--- src/rtl/instr_encoder.sv ---
// MIPS32 instruction encoder: turns an opcode/field request into one (or, for LI, two)
// 32-bit words behind a valid/ready skid stage. Define ENCODER_PSEUDO_EN to enable LI expansion.
module instr_encoder (
    input  logic        clk,
    input  logic        reset,
    input  logic        in_valid,
    output logic        in_ready,
    input  logic [4:0]  in_op,
    input  logic [4:0]  in_rs,
    input  logic [4:0]  in_rt,
    input  logic [4:0]  in_rd,
    input  logic [31:0] in_imm,
    output logic        out_valid,
    input  logic        out_ready,
    output logic [31:0] out_instr,
    output logic        out_last,
    output logic        err_unsupported
);

    localparam logic [4:0] OP_NOP     = 5'd0;
    localparam logic [4:0] OP_ADDU    = 5'd1;
    localparam logic [4:0] OP_SUBU    = 5'd2;
    localparam logic [4:0] OP_AND     = 5'd3;
    localparam logic [4:0] OP_OR      = 5'd4;
    localparam logic [4:0] OP_SLL     = 5'd5;
    localparam logic [4:0] OP_JR      = 5'd6;
    localparam logic [4:0] OP_ADDIU   = 5'd7;
    localparam logic [4:0] OP_ORI     = 5'd8;
    localparam logic [4:0] OP_LUI     = 5'd9;
    localparam logic [4:0] OP_BEQ     = 5'd10;
    localparam logic [4:0] OP_BNE     = 5'd11;
    localparam logic [4:0] OP_LW      = 5'd12;
    localparam logic [4:0] OP_SW      = 5'd13;
    localparam logic [4:0] OP_J       = 5'd14;
    localparam logic [4:0] OP_JAL     = 5'd15;
    localparam logic [4:0] OP_MFC0    = 5'd16;
    localparam logic [4:0] OP_MTC0    = 5'd17;
    localparam logic [4:0] OP_ERET    = 5'd18;
    localparam logic [4:0] OP_SYSCALL = 5'd19;
    localparam logic [4:0] OP_BREAK   = 5'd20;
    localparam logic [4:0] OP_LI      = 5'd21;

    localparam logic [5:0] MOP_SPECIAL = 6'b000000;
    localparam logic [5:0] MOP_J       = 6'b000010;
    localparam logic [5:0] MOP_JAL     = 6'b000011;
    localparam logic [5:0] MOP_BEQ     = 6'b000100;
    localparam logic [5:0] MOP_BNE     = 6'b000101;
    localparam logic [5:0] MOP_ADDIU   = 6'b001001;
    localparam logic [5:0] MOP_ORI     = 6'b001101;
    localparam logic [5:0] MOP_LUI     = 6'b001111;
    localparam logic [5:0] MOP_COP0    = 6'b010000;
    localparam logic [5:0] MOP_LW      = 6'b100011;
    localparam logic [5:0] MOP_SW      = 6'b101011;

    localparam logic [5:0] FN_SLL  = 6'b000000;
    localparam logic [5:0] FN_JR   = 6'b001000;
    localparam logic [5:0] FN_ADDU = 6'b100001;
    localparam logic [5:0] FN_SUBU = 6'b100011;
    localparam logic [5:0] FN_AND  = 6'b100100;
    localparam logic [5:0] FN_OR   = 6'b100101;

    typedef enum logic [1:0] {
        EMPTY = 2'd0,
        HOLD1 = 2'd1,
        HOLD2 = 2'd2
    } state_t;

    state_t      state_q, state_d;
    logic [31:0] instr_q, instr_d;
    logic        err_q, err_d;

    logic [31:0] enc_word0;
    logic        enc_ok;
    logic        accept;
    logic        load;

`ifdef ENCODER_PSEUDO_EN
    logic [31:0] second_q, second_d;
    logic [31:0] enc_word1;
    logic        enc_two;
`endif

    // Upper immediate nibble only matters to LI; keep it visibly consumed in all builds.
    logic unused_imm_bits;
    assign unused_imm_bits = ^in_imm[31:28];

    always_comb begin
        enc_word0 = '0;
        enc_ok    = 1'b1;
`ifdef ENCODER_PSEUDO_EN
        enc_word1 = '0;
        enc_two   = 1'b0;
`endif
        case (in_op)
            OP_NOP:     enc_word0 = '0;
            OP_ADDU:    enc_word0 = {MOP_SPECIAL, in_rs, in_rt, in_rd, 5'd0, FN_ADDU};
            OP_SUBU:    enc_word0 = {MOP_SPECIAL, in_rs, in_rt, in_rd, 5'd0, FN_SUBU};
            OP_AND:     enc_word0 = {MOP_SPECIAL, in_rs, in_rt, in_rd, 5'd0, FN_AND};
            OP_OR:      enc_word0 = {MOP_SPECIAL, in_rs, in_rt, in_rd, 5'd0, FN_OR};
            OP_SLL:     enc_word0 = {MOP_SPECIAL, 5'd0, in_rt, in_rd, in_imm[4:0], FN_SLL};
            OP_JR:      enc_word0 = {MOP_SPECIAL, in_rs, 15'd0, FN_JR};
            OP_ADDIU:   enc_word0 = {MOP_ADDIU, in_rs, in_rt, in_imm[15:0]};
            OP_ORI:     enc_word0 = {MOP_ORI, in_rs, in_rt, in_imm[15:0]};
            OP_LUI:     enc_word0 = {MOP_LUI, 5'd0, in_rt, in_imm[15:0]};
            OP_BEQ:     enc_word0 = {MOP_BEQ, in_rs, in_rt, in_imm[15:0]};
            OP_BNE:     enc_word0 = {MOP_BNE, in_rs, in_rt, in_imm[15:0]};
            OP_LW:      enc_word0 = {MOP_LW, in_rs, in_rt, in_imm[15:0]};
            OP_SW:      enc_word0 = {MOP_SW, in_rs, in_rt, in_imm[15:0]};
            OP_J:       enc_word0 = {MOP_J, in_imm[27:2]};
            OP_JAL:     enc_word0 = {MOP_JAL, in_imm[27:2]};
            OP_MFC0:    enc_word0 = {MOP_COP0, 5'b00000, in_rt, in_rd, 8'd0, in_imm[2:0]};
            OP_MTC0:    enc_word0 = {MOP_COP0, 5'b00100, in_rt, in_rd, 8'd0, in_imm[2:0]};
            OP_ERET:    enc_word0 = 32'h4200_0018;
            OP_SYSCALL: enc_word0 = 32'h0000_000C;
            OP_BREAK:   enc_word0 = 32'h0000_000D;
`ifdef ENCODER_PSEUDO_EN
            OP_LI: begin
                // Pick the shortest sequence that materialises the 32-bit constant.
                if (in_imm[31:16] == 16'd0) begin
                    enc_word0 = {MOP_ORI, 5'd0, in_rt, in_imm[15:0]};
                end else if (in_imm[15:0] == 16'd0) begin
                    enc_word0 = {MOP_LUI, 5'd0, in_rt, in_imm[31:16]};
                end else begin
                    enc_word0 = {MOP_LUI, 5'd0, in_rt, in_imm[31:16]};
                    enc_word1 = {MOP_ORI, in_rt, in_rt, in_imm[15:0]};
                    enc_two   = 1'b1;
                end
            end
`endif
            default:    enc_ok = 1'b0;
        endcase
    end

    assign in_ready  = !reset && ((state_q == EMPTY) || ((state_q == HOLD1) && out_ready));
    assign accept    = in_valid && in_ready;
    assign load      = accept && enc_ok;

    always_comb begin
        state_d  = state_q;
        instr_d  = instr_q;
        err_d    = accept && !enc_ok;
`ifdef ENCODER_PSEUDO_EN
        second_d = second_q;
`endif
        case (state_q)
            EMPTY, HOLD1: begin
                if (load) begin
                    instr_d = enc_word0;
`ifdef ENCODER_PSEUDO_EN
                    second_d = enc_word1;
                    state_d  = enc_two ? HOLD2 : HOLD1;
`else
                    state_d  = HOLD1;
`endif
                end else if ((state_q == HOLD1) && out_ready) begin
                    state_d = EMPTY;
                end
            end
`ifdef ENCODER_PSEUDO_EN
            HOLD2: begin
                if (out_ready) begin
                    instr_d = second_q;
                    state_d = HOLD1;
                end
            end
`endif
            default: state_d = EMPTY;
        endcase
    end

    always_ff @(posedge clk) begin
        if (reset) begin
            state_q  <= EMPTY;
            instr_q  <= '0;
            err_q    <= 1'b0;
`ifdef ENCODER_PSEUDO_EN
            second_q <= '0;
`endif
        end else begin
            state_q  <= state_d;
            instr_q  <= instr_d;
            err_q    <= err_d;
`ifdef ENCODER_PSEUDO_EN
            second_q <= second_d;
`endif
        end
    end

    assign out_valid       = (state_q != EMPTY);
    assign out_last        = (state_q == HOLD1);
    assign out_instr       = instr_q;
    assign err_unsupported = err_q;

endmodule

--- config.mk ---
export PLATFORM = sky130hd
export DESIGN_NAME = instr_encoder
export DESIGN_NICKNAME = d
export VERILOG_FILES = /design/src/rtl/instr_encoder.sv
export SDC_FILE = /design/constraint.sdc
export NUM_CORES = 1
export LEC_CHECK = 0
export CAP_MARGIN = 20
export CORE_UTILIZATION = 37
export CTS_BUF_LIST = sky130_fd_sc_hd__clkbuf_4 sky130_fd_sc_hd__clkbuf_8
export DETAILED_ROUTE_END_ITERATION = 10
export PLACE_DENSITY = 0.79
export REMOVE_ABC_BUFFERS = 1
export SETUP_SLACK_MARGIN = 0.05
export SLEW_MARGIN = 20
export SYNTH_ARGS = -nofsm -noshare
export SYNTH_HDL_FRONTEND = slang
export SYNTH_SLANG_ARGS = --single-unit
--- constraint.sdc ---
create_clock -name clk -period 1.95 [get_ports clk]
set_clock_uncertainty 0.2 [all_clocks]
set_input_delay 0.585 -clock clk [delete_from_list [all_inputs] [get_ports clk]]
set_output_delay 0.585 -clock clk [all_outputs]
set_load 0.02 [all_outputs]
# After elaboration in Yosys (flattened, before gate mapping)
# Cells that the tools add are included.
# Widths: inputs -> output; s select.
[totals]
input_bits = 56
reg_bits = 34
[classes]
n_eq_ne = 20
n_reduce_logical = 15
bitwise_logic = 1
muxes = 4
[op_table]
columns = ["op", "count"]
rows = [
  ["$pmux 32 s20", 1],
  ["$eq 5x4->1 const B", 8],
  ["$eq 5x5->1 const B", 5],
  ["$reduce_or 21->1", 1],
  ["$eq 5x3->1 const B", 4],
  ["$eq 5x2->1 const B", 2],
  ["$eq 5x1->1 const B", 1],
  ["$logic_and 1x1->1", 5],
  ["$logic_not 5->1", 1],
  ["$reduce_or 2->1", 2],
  ["$mux 1", 3],
  ["$logic_not 1->1", 2],
  ["$logic_not 2->1", 1],
  ["$reduce_and 2->1", 1],
  ["$reduce_bool 2->1", 1],
  ["$logic_or 1x1->1", 1],
  ["$not 1->1", 1],
]

# Logic depth before layout (Yosys ltp)
# Gate-level depths: netlist of the first run.
[depth]
word_depth = 6
ltp_mapped = 7
mapped_depth_nobuf = 5

# Worst setup path after synthesis of the first run
# OpenSTA, ideal clock, no wires.
[synth_path]
kind = "input to register"
startpoint = "in out_ready"
endpoint = "reg instr_q[16] (netlist: out_instr[16])"
path_stages = 6
n_path_buf = 1
setup_slack_ns = -0.130
arrival_time_ns = 1.811
t_required_ns = 1.681
cell_sequence = "nand2b_1 nor2b_1 nand3_1 a21o_1 buf_2 o21ai_1"
[synth_via]
elab_chain_len = 6
[synth_lines]
columns = ["item", "line_no", "rtl"]
rows = [
  ["start, declared", "14", "input logic out_ready,"],
  ["$logic_and 1x1->1", "134", "assign in_ready = !reset && ((state_q == EMPTY) || ((state_q == HOLD1) && out_ready));"],
  ["$logic_or 1x1->1", "134", ""],
  ["$logic_and 1x1->1", "134", ""],
  ["net in_ready", "7", "output logic in_ready,"],
  ["$logic_and 1x1->1", "135", "assign accept = in_valid && in_ready;"],
  ["$logic_and 1x1->1", "136", "assign load = accept && enc_ok;"],
  ["$reduce_and 2->1 (no source line)", "--", ""],
  ["end signal, assigned", "181", "instr_q <= instr_d;"],
  ["end, declared", "69", "logic [31:0] instr_q, instr_d;"],
]
# The timed path passes the listed nets, and every way through them passes these cells.
# A chain may end at the register's enable or synchronous reset.

# Final worst setup path of the first run
[layout_path]
startpoint = "in in_op[2]"
endpoint = "reg instr_q[23] (netlist: out_instr[23])"
[layout_via]
elab_chain_len = 5
elab_cells_between_ends = 26
cone_classes = "eq/ne (20); mux (2); reduce/logical (4)"
[layout_lines]
columns = ["item", "line_no", "rtl"]
rows = [
  ["start, declared", "8", "input logic [4:0] in_op,"],
  ["$eq 5x5->1 (tied with other cells)", "94", "case (in_op)"],
  ["$reduce_or 21->1 (no source line)", "--", ""],
  ["$mux 1", "94", ""],
  ["$logic_and 1x1->1", "136", ""],
  ["$reduce_and 2->1 (no source line)", "--", ""],
]
# Parallel ways exist; a longest one is shown, timed or not.

==> results of run 1 <==
-- final cells by class --
class,count,area share
repair buffers,157,0.432
multi-input cells,168,0.320
flip-flops and latches,34,0.189
clock buffers,7,0.0233
well taps,67,0.0233
clock inverters,1,0.00835
inverters,3,0.00313
-- how the worst min path moves through the flow --
stage,cells past startpoint,start,endpoint,slack [ns]
after detailed placement,2,out_instr[23],out_instr[23],0.24
after floorplan,2,out_instr[27],out_instr[27],0.32
after CTS,2,out_instr[23],out_instr[23],0.25
after global placement,2,out_instr[10],out_instr[10],0.24
after global routing,2,out_instr[13],out_instr[13],0.27
final,2,out_instr[21],out_instr[21],0.24
-- per-stage QoR --
step | instance area, um2 | std cells | power [mW] | util | setup TNS, ns
floorplan | 1700 | 204 | 0.911 | - | -10.63
global placement | 3010 | 401 | 1.21 | 0.634 | -22.50
detailed placement | 3010 | 401 | 1.21 | 0.634 | -24.44
CTS | 3470 | 429 | 1.97 | 0.731 | 0
global route | 3590 | 437 | 2.08 | 0.756 | -0.0690
finish | 3590 | 437 | 2.02 | 0.756 | 0
-- critical path, delay by kind of cell --
| family | cells | cell delay (ns) |
|---|---|---|
| AO/OA/AOI/OAI | 4 | 0.81 |
| buffers and inverters | 3 | 0.34 |
| AND/OR/NAND/NOR | 1 | 0.18 |
-- timing repair --
action	in CTS	in global routing
pin swaps	8	13
buffers inserted	16	7
hold endpoints to repair	0	0
hold buffers	0	0
cloned	5	1
resized for setup	93	37
setup endpoints to repair	69	32
-- power by group --
part           switching, mW  internal (mW)  leakage (nW)
Sequential            0.0117          0.719         0.276
Combinational          0.274          0.332          1.23
Clock                  0.272          0.410        0.0593
Total                  0.558           1.46          1.57
-- kinds of logic after synthesis --
logic type / count (synthesis) / share of synthesized area
AOI/OAI and AO/OA: 91 / 0.340
xor gates and xnor gates: 1 / 0.00478
DFF: 34 / 0.371
buffers and inverters: 23 / 0.0765
muxes: 1 / 0.00614
and+or+nand+nor: 74 / 0.201
-- cells in the mapped netlist, drive strengths merged (2+ instances only) --
| master | instances |
|---|---|
| nand2 | 33 |
| inv | 3 |
| nor2 | 16 |
| buf | 18 |
| o21ai | 28 |
| dfxtp | 34 |
| a31oi | 2 |
| nand2b | 5 |
| nor4 | 3 |
| nor2b | 3 |
| clkbuf | 2 |
| nor3 | 3 |
| nand3 | 2 |
| o21a | 3 |
| nand4 | 2 |
| a2bb2oi | 2 |
| a21oi | 19 |
| a221oi | 3 |
| a22oi | 10 |
| o2bb2ai | 3 |
| a222oi | 12 |
| a211oi | 4 |
-- per-layer routing --
layer | wire length (um) | GRT usage | vias up
met5 | 0 | 0 | -
met2 | 3720 | 0.505 | 141
met3 | 656 | 0.0597 | 18
li1 | - | - | 1139
met1 | 2980 | 0.325 | 1168
met4 | 214 | 0.0893 | 0
-- sequential cells by signal, indices dropped and copies added (netlist names) --
register         cells
out_instr           32
err_unsupported      1
state_q              1
==> flow_metrics.tcl, run 1 <==
set metrics [dict create \
    cts.sinks 34 \
    grt_pass1_wl_um 11200 \
    period_needed_ns 1.95 \
    nets 425 \
    synth_top_area_frac 0.371 \
    leakage_nw 1.57 \
    cts_buffers 5 \
    core_area_um2 4750 \
    die_x_um 72.4 \
    vias 2466 \
    syn_inst 224 \
    rr_worst_depth 7 \
    path_max_fanout 7 \
    ys.flop_type "dfxtp_1" \
    worst_pin_slew_ns 0.402 \
    crit_path_cell_trace "buf_8, buf_8, buf_6, nor3_4, a211o_1, a21oi_4, a222oi_1, o21ai_1" \
    worstPathRequired_ns 1.92 \
    cts_tree "yes" \
    clk_latency_ns 0.29 \
    grt-ovfl-total 0 \
    ant_nets 0 \
    drc 0 \
    avgSynthCellArea_um2 8.18 \
    num-fill-cells 361 \
    setup.worst_path.end "out_instr[23]" \
    gp_congestion 0.864 \
    finalCritPeriodShare 0.999 \
    synth-seq-cells 34 \
    critical_path_arrival_ns 1.92 \
    mostFrequentLayoutCells "buf_4, clkdlybuf4s50_1, dfxtp_1" \
    drt_iter0_drc 305 \
    rows 25 \
    first_pass_iters 6 \
    wl_per_cell_um 17.3 \
    yosys-top-cells-area "dfxtp_1, nand2_1, a222oi_1" \
    relSlewSlack 0.731 \
    synth_warnings 0 \
    synth_edf_count 0 \
    grt_pass1_vias 2378 \
    slew_violations 0 \
    multi_input_area_um2 1150 \
    max_freq_mhz 513 \
    netlist_area_um2 1830 \
    grt_max_degree 16 \
    critPathSlowestCell "a222oi_1" \
    critical_path_class "in -> reg" \
    r2r_slack_ns 0.28 \
    dp_slack_ns -0.909 \
    r2r_start "state_q[0]" \
    diodes 0 \
    critPathLaunchType "input port" \
    grt_setup_unrepaired "true" \
    viasPerCell 5.64 \
    groute.usage.overall 0.279 \
    die_area_um2 5240 \
    start_util 0.386 \
    clk_pin_slew_ns 0.07 \
    die_y_um 72.4 \
    yosysUniqueCellTypes 43 \
    holdWs_ns 0.242 \
    power_density_nw_per_um2 562 \
    ir_worst_vdd_mv 0.389 \
    htree_levels 2 \
    end_kind "flip-flop" \
    synth.largest_area_cell "dfxtp_1" \
    setup_viol_count_final 0 \
    max_cap_violations 0 \
    crit_path_frequent_cell "buf_8" \
    hp-class "reg -> reg" \
    slowest_delay_ns 0.41 \
    ys_async_sr_fraction 0 \
    cts-root-buf "clkbuf_8" \
    ios 92 \
    drt-total-wl_um 7570 \
    final_common_cell "buf_4" \
    syn_to_final_growth_pct 96.1 \
    cts_buffer_depth 2 \
    outcome "finished clean" \
    drive_gt1_frac 0.316 \
    timing.rr.end "out_instr[0]" \
    synth_seq_area_share 0.371 \
    io_buffers 87 \
    dp_hpwl_um 4310 \
    fin_ws_ns 0.00224 \
    seqCellArea_um2 681 \
    crit_start "in_op[2]" \
    antenna_found_initial 0 \
    hold_viol 0 \
]
No activity file was read; power rests on OpenSTA's default activity.
==> run 2, diff against run 1 <==
--- a/config.mk
+++ b/config.mk
@@ -9,6 +9,7 @@
 export CORE_UTILIZATION = 37
 export CTS_BUF_LIST = sky130_fd_sc_hd__clkbuf_4 sky130_fd_sc_hd__clkbuf_8
 export DETAILED_ROUTE_END_ITERATION = 10
+export GPL_TIMING_DRIVEN = 0
 export PLACE_DENSITY = 0.79
 export REMOVE_ABC_BUFFERS = 1
 export SETUP_SLACK_MARGIN = 0.05
==> flow_metrics.tcl, run 2 (synthesis gave the netlist of run 1 again) <==
set metrics [dict create \
    cts_tree "yes" \
    drt-total-wl_um 6190 \
    wl_per_cell_um 16.4 \
    clk_pin_slew_ns 0.07 \
    dp_slack_ns -1.71 \
    relSlewSlack 0.729 \
    final_common_cell "clkdlybuf4s50_1" \
    rows 25 \
    diodes 0 \
    path_max_fanout 22 \
    slew_violations 0 \
    r2r_slack_ns 0.30 \
    drt_iter0_drc 222 \
    ant_nets 0 \
    syn_to_final_growth_pct 60.8 \
    viasPerCell 5.71 \
    io_buffers 87 \
    utilization 0.620 \
    fin_ws_ns 0.0810 \
    worst_pin_slew_ns 0.405 \
    htree_levels 2 \
    ios 92 \
    grt_pass1_wl_um 9490 \
    worstPathRequired_ns 1.92 \
    critical_path_class "in -> reg" \
    vias 2157 \
    leakage_nw 1.20 \
    hp-class "reg -> reg" \
    max_cap_violations 0 \
    core_area_um2 4750 \
    mostFrequentLayoutCells "clkdlybuf4s50_1, dlygate4sd2_1, dfxtp_1" \
    cts_buffer_depth 2 \
    finalCritPeriodShare 0.958 \
    gp_congestion 0.871 \
    cts-root-buf "clkbuf_8" \
    finalSetupTns_ns 0 \
    critPathLaunchType "input port" \
    first_pass_iters 8 \
    setup_viol_count_final 0 \
    die_x_um 72.4 \
    nets 366 \
    cts_buffers 5 \
    grt-ovfl-total 0 \
    groute.usage.overall 0.236 \
    max_freq_mhz 535 \
    clk_latency_ns 0.29 \
    die_y_um 72.4 \
    period_needed_ns 1.87 \
    grt_setup_unrepaired "true" \
    dp_hpwl_um 3790 \
    critical_path_arrival_ns 1.83 \
    start_util 0.386 \
    end_kind "flip-flop" \
    die_area_um2 5240 \
    outcome "finished clean" \
    largest_register_ffs 32 \
    grt_max_degree 29 \
    ir_worst_vdd_mv 0.303 \
    drive_gt1_frac 0.151 \
    power_density_nw_per_um2 589 \
    grt_pass1_vias 1915 \
    drc 0 \
    hold_viol 0 \
    antenna_found_initial 0 \
    cts.sinks 34 \
]
## run 2: changes by cell type in the layout (fill, tap and decap cells not counted), sizes merged, moves of 2 or more
cell,previous run,this run
buf,75,16
bufbuf,2,0
clkbuf,10,8
a21o,1,3
dlygate4sd2,33,36
## run 2: per-layer routing
layer / track usage / routed length [um]
met5: 0 / 0
met4: 0.0697 / 68
met3: 0.0611 / 618
met2: 0.373 / 2790
met1: 0.315 / 2720
## run 2: final timing paths
check	start	endpoint	depth (start not counted)
min	out_instr[19]	out_instr[19]	2
min reg2reg	out_instr[19]	out_instr[19]	2
max	in_op[1]	out_instr[1]	7
max reg2reg	state_q[0]	out_instr[0]	7
## run 2: what timing repair did
item	in CTS	in global routing
gates cloned	3	0
buffers inserted	6	3
pin swaps	5	2
resized for setup	92	11
hold endpoints to repair	0	0
hold buffers	0	0
endpoints found under the setup margin	70	29
## run 2: metrics by stage
step | total power [mW] | instance area (um2) | instances | hold WS [ns]
after global placement | 1.14 | 2660 | 358 | 0.235
after detailed placement | 1.15 | 2670 | 358 | 0.243
after CTS | 1.72 | 2870 | 375 | 0.250
after floorplan | 0.911 | 1700 | 204 | 0.324
after global routing | 1.80 | 2950 | 378 | 0.272
final | 1.74 | 2950 | 378 | 0.247
## run 2: worst max-delay path: stages
cell and delay (ns):
buf_4 0.20, o21a_1 0.24, o21ai_4 0.20, nand3_4 0.13, buf_4 0.22, a21oi_1 0.19
a221oi_2 0.07
## run 2: report_power, final
| group | internal [mW] | switching [mW] | leakage [nW] |
|---|---|---|---|
| registers | 0.719 | 0.0116 | 0.276 |
| clock network | 0.299 | 0.261 | 0.0517 |
| logic | 0.214 | 0.232 | 0.868 |
## run 2: layout make-up
type                            instances  area (um2)
Timing Repair Buffer                   96         923
Multi-Input combinational cell        170        1150
Fill cell                             453        1810
Inverter                                3        11.3
Tap cell                               67        83.8
Clock buffer                            7        90.1
Sequential cell                        34         681
Clock inverter                          1        5.00
==> run 3, diff against run 2 <==
--- a/config.mk
+++ b/config.mk
@@ -10,6 +10,7 @@
 export CTS_BUF_LIST = sky130_fd_sc_hd__clkbuf_4 sky130_fd_sc_hd__clkbuf_8
 export DETAILED_ROUTE_END_ITERATION = 10
 export GPL_TIMING_DRIVEN = 0
+export MAX_ROUTING_LAYER = met4
 export PLACE_DENSITY = 0.79
 export REMOVE_ABC_BUFFERS = 1
 export SETUP_SLACK_MARGIN = 0.05
==> flow_metrics.tcl, run 3 (synthesis gave the netlist of run 1 again) <==
set metrics [dict create \
    outcome "finished clean" \
    switching_share 0.289 \
    critPathSlowestCell "o21a_1" \
    max_cap_violations 0 \
    ios 92 \
    hp-class "reg -> reg" \
    net-switching-power_mw 0.502 \
    timing.rr.end "out_instr[1]" \
    io_buffers 87 \
    num-fill-cells 453 \
    rows 25 \
    wl_per_cell_um 16.3 \
    crit_path_frequent_cell "buf_4" \
    die_y_um 72.4 \
    hold_start "out_instr[11]" \
    htree_levels 2 \
    dp_hpwl_um 3790 \
    clk_pin_slew_ns 0.07 \
    vias 2130 \
    power_density_nw_per_um2 588 \
    post-route-cell-area_um2 2950 \
    critPathLaunchType "input port" \
    drt-total-wl_um 6160 \
    holdWs_ns 0.247 \
    crit_start "in_op[1]" \
    max_freq_mhz 535 \
    hold_viol 0 \
    viasPerCell 5.63 \
    end_kind "flip-flop" \
    ir_worst_vdd_mv 0.302 \
    cts_hold_buf 0 \
    path_max_fanout 22 \
    seq_power_share 0.421 \
    placed_area_um2 2670 \
    cp_num_cells 7 \
    cts_buffers 5 \
    crit_path_cell_trace "buf_4, o21a_1, o21ai_4, nand3_4, buf_4, a21oi_1, a221oi_2" \
    cts_tree "yes" \
    setup.worst_path.end "out_instr[1]" \
    die_x_um 72.4 \
    die_area_um2 5240 \
    cts_buffer_depth 2 \
    finalCritPeriodShare 0.958 \
    critical_path_arrival_ns 1.83 \
    r2r_slack_ns 0.30 \
    utilization 0.620 \
    antenna_found_initial 0 \
    slew_violations 0 \
    first_pass_iters 6 \
    worstPathRequired_ns 1.92 \
    diodes 0 \
    grt_max_degree 29 \
    internal-power_mw 1.23 \
    core_area_um2 4750 \
    relSlewSlack 0.728 \
    clk_latency_ns 0.29 \
    nets 366 \
    fin_total_pwr_mw 1.73 \
    slowest_delay_ns 0.24 \
    grt_pass1_wl_um 9490 \
    drc 0 \
    start_util 0.386 \
    gp_congestion 0.886 \
    cts.sinks 34 \
    period_needed_ns 1.87 \
    grt-ovfl-total 0 \
    final_common_cell "clkdlybuf4s50_1" \
    rr_worst_depth 7 \
    drt_iter0_drc 222 \
    drive_gt1_frac 0.151 \
    cts-root-buf "clkbuf_8" \
    grt_pass1_vias 1918 \
    leakage_nw 1.20 \
    mostFrequentLayoutCells "clkdlybuf4s50_1, dlygate4sd2_1, dfxtp_1" \
    largest_register_ffs 32 \
    clkPwrFrac 0.322 \
    combPwrFrac 0.257 \
    crit_family "compound AO/OA/AOI/OAI gates" \
    groute.usage.overall 0.243 \
    critical_path_class "in -> reg" \
    grt_setup_unrepaired "true" \
    syn_to_final_growth_pct 60.8 \
    r2r_start "state_q[0]" \
    ant_nets 0 \
    path_buf_inv 2 \
    setup_viol_count_final 0 \
    worst_pin_slew_ns 0.406 \
]
run 3: worst min-delay path, cell delays in order, from the launching register on:
cell     delay [ns]
dfxtp_1        0.32
nand2_1        0.04
o21ai_0        0.05
run 3: how the worst min path moves through the flow:
stage,endpoint,slack [ns],cells after the start
after floorplan,out_instr[27],0.32,2
after global placement,out_instr[9],0.23,2
after detailed placement,out_instr[11],0.24,2
after CTS,out_instr[23],0.25,2
after global routing,out_instr[20],0.27,2
final,out_instr[11],0.25,2
run 3: routing by layer:
metal | vias up | part of all wire | GRT usage | wire length [um]
li1 | 1022 | - | - | -
met1 | 981 | 0.43 | 0.315 | 2660
met2 | 118 | 0.45 | 0.374 | 2790
met3 | 9 | 0.10 | 0.0597 | 642
met4 | 0 | 0.011 | 0.0697 | 68
met5 | - | 0 | - | 0
run 3: what timing repair did:
| item | in CTS | in global routing |
|---|---|---|
| cloned | 3 | 0 |
| pin swaps | 5 | 2 |
| gates resized for setup | 92 | 11 |
| endpoints found under the setup margin | 70 | 29 |
| setup buffers | 6 | 3 |
run 3: per-stage QoR:
| stage | setup TNS [ns] | std cells | setup WS (ns) |
|---|---|---|---|
| finish | 0 | 378 | 0.0815 |
| global route | 0 | 378 | 0.0298 |
| global placement | -60.83 | 358 | -2.07 |
| CTS | 0 | 375 | 0.0621 |
| floorplan | -10.63 | 204 | -0.512 |
| detailed placement | -51.88 | 358 | -1.71 |
run 3: layout make-up:
type | instances | area (um2) | share of cell area
clock inverter | 1 | 5.00 | 0.00170
multi-input combinational | 170 | 1150 | 0.391
clock buffer | 7 | 90.1 | 0.0306
tap | 67 | 83.8 | 0.0285
inverter | 3 | 11.3 | 0.00382
timing repair buffer | 96 | 923 | 0.313
sequential | 34 | 681 | 0.231
run 3: power by group through the flow:
stage	Combinational (mW)	Clock (mW)	Sequential, mW
3_5_place_dp	0.398	0	0.747
3_3_place_gp	0.393	0	0.746
4_1_cts	0.421	0.566	0.731
5_1_grt	0.477	0.593	0.733
2_1_floorplan	0.132	0	0.778
6_report	0.445	0.557	0.730
